[config.mk]
export PLATFORM = sky130hd
export DESIGN_NAME = uart_tx_arbiter
export DESIGN_NICKNAME = d
export VERILOG_FILES = /design/src/rtl/uart_tx_arbiter_pkg.sv /design/src/rtl/uart_tx_arbiter_rr_pick.sv /design/src/rtl/uart_tx_arbiter.sv
export SDC_FILE = /design/constraint.sdc
export NUM_CORES = 1
export LEC_CHECK = 0
export ABC_CLOCK_PERIOD_IN_PS = 1800
export CELL_PAD_IN_SITES_DETAIL_PLACEMENT = 0
export CELL_PAD_IN_SITES_GLOBAL_PLACEMENT = 2
export CORE_ASPECT_RATIO = 0.8
export CORE_MARGIN = 4
export CORE_UTILIZATION = 20
export DETAILED_ROUTE_END_ITERATION = 8
export GPL_ROUTABILITY_DRIVEN = 1
export MAX_ROUTING_LAYER = met4
export PLACE_DENSITY_LB_ADDON = 0.08
export SETUP_SLACK_MARGIN = 0.1
export SYNTH_ARGS = -nofsm -noshare
export SYNTH_HDL_FRONTEND = slang
export SYNTH_SLANG_ARGS = --single-unit
[constraint.sdc]
create_clock -name clk -period 1.8 [get_ports clk]
set_clock_uncertainty 0.15 [all_clocks]
set_input_delay 0.45 -clock clk [delete_from_list [all_inputs] [get_ports clk]]
set_output_delay 0.45 -clock clk [all_outputs]
set_load 0.005 [all_outputs]
[src/rtl/uart_tx_arbiter_pkg.sv]
// Shared definitions for the UART transmit arbiter: FSM encodings, transmitter
// status levels and default sizing.
package uart_tx_arbiter_pkg;

  typedef enum logic [1:0] {
    ST_IDLE      = 2'd0,
    ST_LAUNCH    = 2'd1,
    ST_WAIT_BUSY = 2'd2,
    ST_WAIT_DONE = 2'd3
  } state_t;

  localparam logic TX_STATUS_IDLE = 1'b1;
  localparam logic TX_STATUS_BUSY = 1'b0;

  localparam int DEFAULT_NUM_REQ     = 4;
  localparam int DEFAULT_TIMEOUT_CYC = 16;

endpackage

[src/rtl/uart_tx_arbiter_rr_pick.sv]
// Combinational round-robin picker: first set request bit scanning upward from
// the slot after last_gnt, wrapping modulo NUM_REQ.
module rr_pick #(
  parameter  int NUM_REQ = 4,
  localparam int IDX_W   = $clog2(NUM_REQ)
) (
  input  logic [NUM_REQ-1:0] req,
  input  logic [IDX_W-1:0]   last_gnt,
  output logic               valid,
  output logic [IDX_W-1:0]   idx
);

  logic [IDX_W-1:0] cand;

  // Scan farthest slot first so the nearest set slot overwrites and wins.
  always_comb begin
    valid = 1'b0;
    idx   = '0;
    cand  = '0;
    for (int k = NUM_REQ; k >= 1; k--) begin
      cand = IDX_W'((int'(last_gnt) + k) % NUM_REQ);
      if (req[cand]) begin
        valid = 1'b1;
        idx   = cand;
      end
    end
  end

endmodule

[src/rtl/uart_tx_arbiter.sv]
// Round-robin arbiter sharing one byte-serial UART transmitter between NUM_REQ
// requesters, one byte per grant, with a start timeout on the transmitter.
module uart_tx_arbiter
  import uart_tx_arbiter_pkg::*;
#(
  parameter  int NUM_REQ     = DEFAULT_NUM_REQ,
  parameter  int TIMEOUT_CYC = DEFAULT_TIMEOUT_CYC,
  localparam int IDX_W       = $clog2(NUM_REQ),
  localparam int CNT_W       = $clog2(TIMEOUT_CYC)
) (
  input  logic                 clk,
  input  logic                 rst,
  input  logic                 enable,
  input  logic [NUM_REQ-1:0]   req,
  input  logic [8*NUM_REQ-1:0] req_data,
  output logic [NUM_REQ-1:0]   ack,
  output logic                 tx_en,
  output logic [7:0]           tx_data,
  input  logic                 tx_status,
  output logic                 busy,
  output logic                 err,
  output logic [IDX_W-1:0]     last_gnt
);

  state_t             state, state_d;
  logic [CNT_W-1:0]   cnt, cnt_d;
  logic [NUM_REQ-1:0] ack_d;
  logic               tx_en_d;
  logic [7:0]         tx_data_d;
  logic               busy_d;
  logic               err_d;
  logic [IDX_W-1:0]   last_gnt_d;

  logic               pick_valid;
  logic [IDX_W-1:0]   pick_idx;

  rr_pick #(
    .NUM_REQ (NUM_REQ)
  ) u_rr_pick (
    .req      (req),
    .last_gnt (last_gnt),
    .valid    (pick_valid),
    .idx      (pick_idx)
  );

  // Next-state and next-output logic; every output is registered below.
  always_comb begin
    state_d    = state;
    cnt_d      = cnt;
    ack_d      = '0;
    tx_en_d    = 1'b0;
    err_d      = 1'b0;
    tx_data_d  = tx_data;
    last_gnt_d = last_gnt;
    case (state)
      ST_IDLE: begin
        if (enable && (tx_status == TX_STATUS_IDLE) && pick_valid) begin
          state_d         = ST_LAUNCH;
          tx_data_d       = req_data[8*int'(pick_idx) +: 8];
          last_gnt_d      = pick_idx;
          tx_en_d         = 1'b1;
          ack_d[pick_idx] = 1'b1;
        end
      end
      ST_LAUNCH: begin
        cnt_d   = '0;
        state_d = ST_WAIT_BUSY;
      end
      ST_WAIT_BUSY: begin
        if (tx_status == TX_STATUS_BUSY) begin
          state_d = ST_WAIT_DONE;
        end else if (cnt == CNT_W'(TIMEOUT_CYC - 1)) begin
          // Transmitter never started: abort, keep last_gnt on the aborted slot.
          err_d   = 1'b1;
          state_d = ST_IDLE;
        end else begin
          cnt_d = cnt + 1'b1;
        end
      end
      ST_WAIT_DONE: begin
        if (tx_status == TX_STATUS_IDLE) begin
          state_d = ST_IDLE;
        end
      end
      default: state_d = ST_IDLE;
    endcase
    busy_d = (state_d != ST_IDLE);
  end

  always_ff @(posedge clk) begin
    if (rst) begin
      state    <= ST_IDLE;
      cnt      <= '0;
      ack      <= '0;
      tx_en    <= 1'b0;
      tx_data  <= 8'h00;
      busy     <= 1'b0;
      err      <= 1'b0;
      last_gnt <= IDX_W'(NUM_REQ - 1);
    end else begin
      state    <= state_d;
      cnt      <= cnt_d;
      ack      <= ack_d;
      tx_en    <= tx_en_d;
      tx_data  <= tx_data_d;
      busy     <= busy_d;
      err      <= err_d;
      last_gnt <= last_gnt_d;
    end
  end

endmodule

==> summary.txt <==
Status
  • Status: finished clean

Setup path
  • R2r endpoint: tx_data[6]
  • Setup crit end: tx_data[6]
  • Setup crit start: last_gnt[1]
  • Crit path buf inv count: 1
  • Worst R2R Start: last_gnt[1]
  • Crit-path leading delay family: compound AO/OA/AOI/OAI gates
  • CP Depth: 6
  • R2R Setup Slk: 0.09 ns
  • Worst path max stage delay: 0.39 ns
  • Crit path max-delay cell type: dfxtp_4
  • Crit path arrival time: 1.74 ns
  • Critical path peak fanout: 5
  • FF-to-FF path depth: 6
  • Critical path class: reg2reg
  • Req. time, crit path: 1.83 ns
  • Setup crit start kind: flop
  • Worst Setup End Kind: flop
  • Worst path cell trace: buf_12, mux2i_4, o22ai_4, a21o_4, mux2i_1, a211oi_1

Finish
  • Multi-input logic area: 959.7 um^2
  • Antenna diodes: 0
  • Register area: 473.0 um^2
  • Fillers: 565
  • Fin cells: 295
  • Final instance area: 0.002427 mm^2
  • Final net count: 259
  • Syn-to-layout area delta: 103.8%
  • Leading cell type in the layout, fill and taps excluded: clkdlybuf4s50_1
  • Share of cells above drive strength 1: 0.3963
  • Most frequent cells in the layout: 34 x clkdlybuf4s50_1, 17 x dfxtp_1, 17 x buf_4

Logic synthesis
  • Synthesized cell area: 0.001191 mm^2
  • XOR/XNOR share of the synthesized area: 0.01471
  • Synth Area in Compound Gates: 0.2689
  • Seq/Total Area, Yosys: 0.3866
  • Post-synth EDFFs: 0
  • Ys async rst share: 0
  • Mux share of post-synthesis cell area: 0.08403
  • Flip-flop and latch count after synthesis: 23
  • Largest family of logic cells by synthesized area: compound AO/OA/AOI/OAI gates
  • Post-synthesis adder-cell area fraction: 0.01050
  • Post-Syn Nets: 176
  • Post-synthesis average cell area: 8.823 um^2
  • Synth Area in Simple Gates: 0.1597
  • Synth Flop Type: dfxtp_1
  • Synthesized instance count: 135
  • Yosys cell types: 35
  • Synth Warn #: 0

Routing
  • DR iter-0 viols: 31
  • Via-to-Cell Ratio: 4.502
  • Post-DR wirelength/cell: 14.84 um
  • Final wirelength: 4.379 mm
  • DRT Pass-1 Iters: 4
  • ANT nets after route: 0
  • DRC: 0
  • Via count: 1,328

Clock network
  • Cts hold-fix bufs: 0
  • CTS Buffer Depth: 2
  • H-tree depth: 1
  • Root Buffer: clkbuf_8
  • Clock sink count: 23
  • Clock Latency Late Sink: 0.26 ns
  • Inserted Clock Buffers: 3
  • Reg clk slew, reported paths: 0.08 ns
  • CTS tree: built

GRT
  • Vias in the first global route: 1,414
  • GRT overflow: 0
  • First-pass GRT wire length: 7.003 mm
  • Initial antenna violation count: 0
  • Largest net degree at the start of global routing: 14
  • Global Route Usage Sum: 0.1258

Power
  • Switching share of power: 0.2979
  • Peak VDD IR: 219.2 uV
  • Sequential Power Share: 0.403
  • Cell Pwr Density: 568.9 mW/mm^2
  • Lkg Pwr: 1.033 nW
  • Clk pwr share: 0.231
  • NetSw: 0.4113 mW
  • Comb pwr share: 0.365
  • P_int: 0.9695 mW

Timing
  • RSZ-0062 raised after global routing: yes
  • WHS: 0.4114 ns
  • Tcrit/Tclk final: 0.9520
  • Final Hold Fails: 0
  • Final Max Slew Viols: 0
  • Max_slew headroom: 0.7319
  • Final setup viols: 0
  • Min Tclk post-route: 1.714 ns
  • Max Clk Rate: 583.6 MHz
  • Worst Max-Slew Pin Slew: 0.4006 ns

Floorplanning
  • Die Footprint: 0.007262 mm^2
  • Die span in x: 94.28 um
  • Core Area: 0.005615 mm^2
  • Die height: 77.03 um
  • # IOs: 57
  • Starting Density: 0.2121
  • Number of core rows: 24

Hold path
  • Min-Delay Path Class: reg2reg
  • Hold_sp: tx_data[5]

Place
  • Placed insts: 285
  • DP Area: 0.002049 mm^2
  • PortBufs: 56
  • GPL Wtd Cong: 0.7178
  • Dpl hpwl: 3.066 mm

Flow run
  • Max-cap violations: 0
## cells in the mapped netlist, types with 2 or more instances
cell type	instances	area (um^2)
a211oi_1	24	180.2
a21oi_1	3	15.01
and3_1	3	18.77
buf_2	2	10.01
dfxtp_1	23	460.4
inv_1	11	41.29
mux2i_1	10	100.1
nand2_1	8	30.03
nand2b_1	3	18.77
nor2_1	10	37.54
nor2b_1	2	12.51
nor3_1	2	10.01
nor4_1	2	12.51
o21ai_0	9	45.04
or2_2	2	12.51
xor2_1	2	17.52
## timing repair
action | CTS | global route
endpoints found under the setup margin | 30 | 21
resized for setup | 63 | 25
cloned | 2 | 0
pin swaps | 19 | 13
buffers inserted | 4 | 0
endpoints found under the hold margin | 0 | 0
## worst min path at each step
stage                 endpoint  cells past startpoint
floorplan             state[0]                      2
global placement        cnt[0]                      2
detailed placement      cnt[3]                      2
CTS                 tx_data[2]                      2
global route            cnt[0]                      2
finish              tx_data[5]                      2
## cell families (layout without fill, tap and decap cells)
| group | after synthesis | in the layout |
|---|---|---|
| XOR/XNOR | 2 | 2 |
| buffers and inverters | 17 | 97 |
| adder cells (fa/ha/maj) | 1 | 1 |
| AO/OA/AOI/OAI | 45 | 47 |
| AND/OR/NAND/NOR | 37 | 37 |
| flip-flops | 23 | 23 |
| multiplexers | 10 | 10 |
## power by group through the flow
stage,sequential [mW],clock [mW],combinational [mW]
after global routing,0.561,0.353,0.540
after global placement,0.572,0,0.392
after floorplan,0.567,0,0.178
final,0.557,0.320,0.505
after detailed placement,0.571,0,0.392
after CTS,0.557,0.335,0.474
## per-layer routing
metal  track usage  up-vias  part of all wire  wire (um)
met1        0.1758      638              0.48       2087
met2        0.1856       31              0.47       2060
met4       0.01876        0            0.0034         15
li1              -      657                 -          -
met3       0.03327        2             0.049        216
met5             -        -                 0          0
## registers in the layout (all words and copies together), names as in the netlist
name and count:
err 1, ack 4, busy 1, last_gnt 2
state 2, tx_data 8, tx_en 1, cnt 4
## cell type report
| class | instances | area share |
|---|---|---|
| inverter | 12 | 0.01907 |
| timing repair buffer | 81 | 0.3314 |
| sequential | 23 | 0.1948 |
| clock buffer | 3 | 0.01701 |
| clock inverter | 1 | 0.002062 |
| tap | 78 | 0.04021 |
| multi-input combinational | 97 | 0.3954 |
## per-stage QoR
stage / power, mW / TNS, ns / worst slack [ns] / util
5_1_grt: 1.454 / 0 / 0.01681 / 0.4323
4_1_cts: 1.366 / 0 / 0.08498 / 0.4142
3_3_place_gp: 0.9634 / -9.074 / -0.6364 / 0.3650
2_1_floorplan: 0.7454 / 0 / 0.08939 / -
3_5_place_dp: 0.9627 / -9.440 / -0.6137 / 0.3650
6_report: 1.381 / 0 / 0.08643 / 0.4323
## tightest hold or removal path, cell delays in order, from the launching register on
cell and delay [ns]:
dfxtp_2 0.33, o21ai_0 0.15, a211oi_1 0.05
Power figures use the tool's default switching activity.
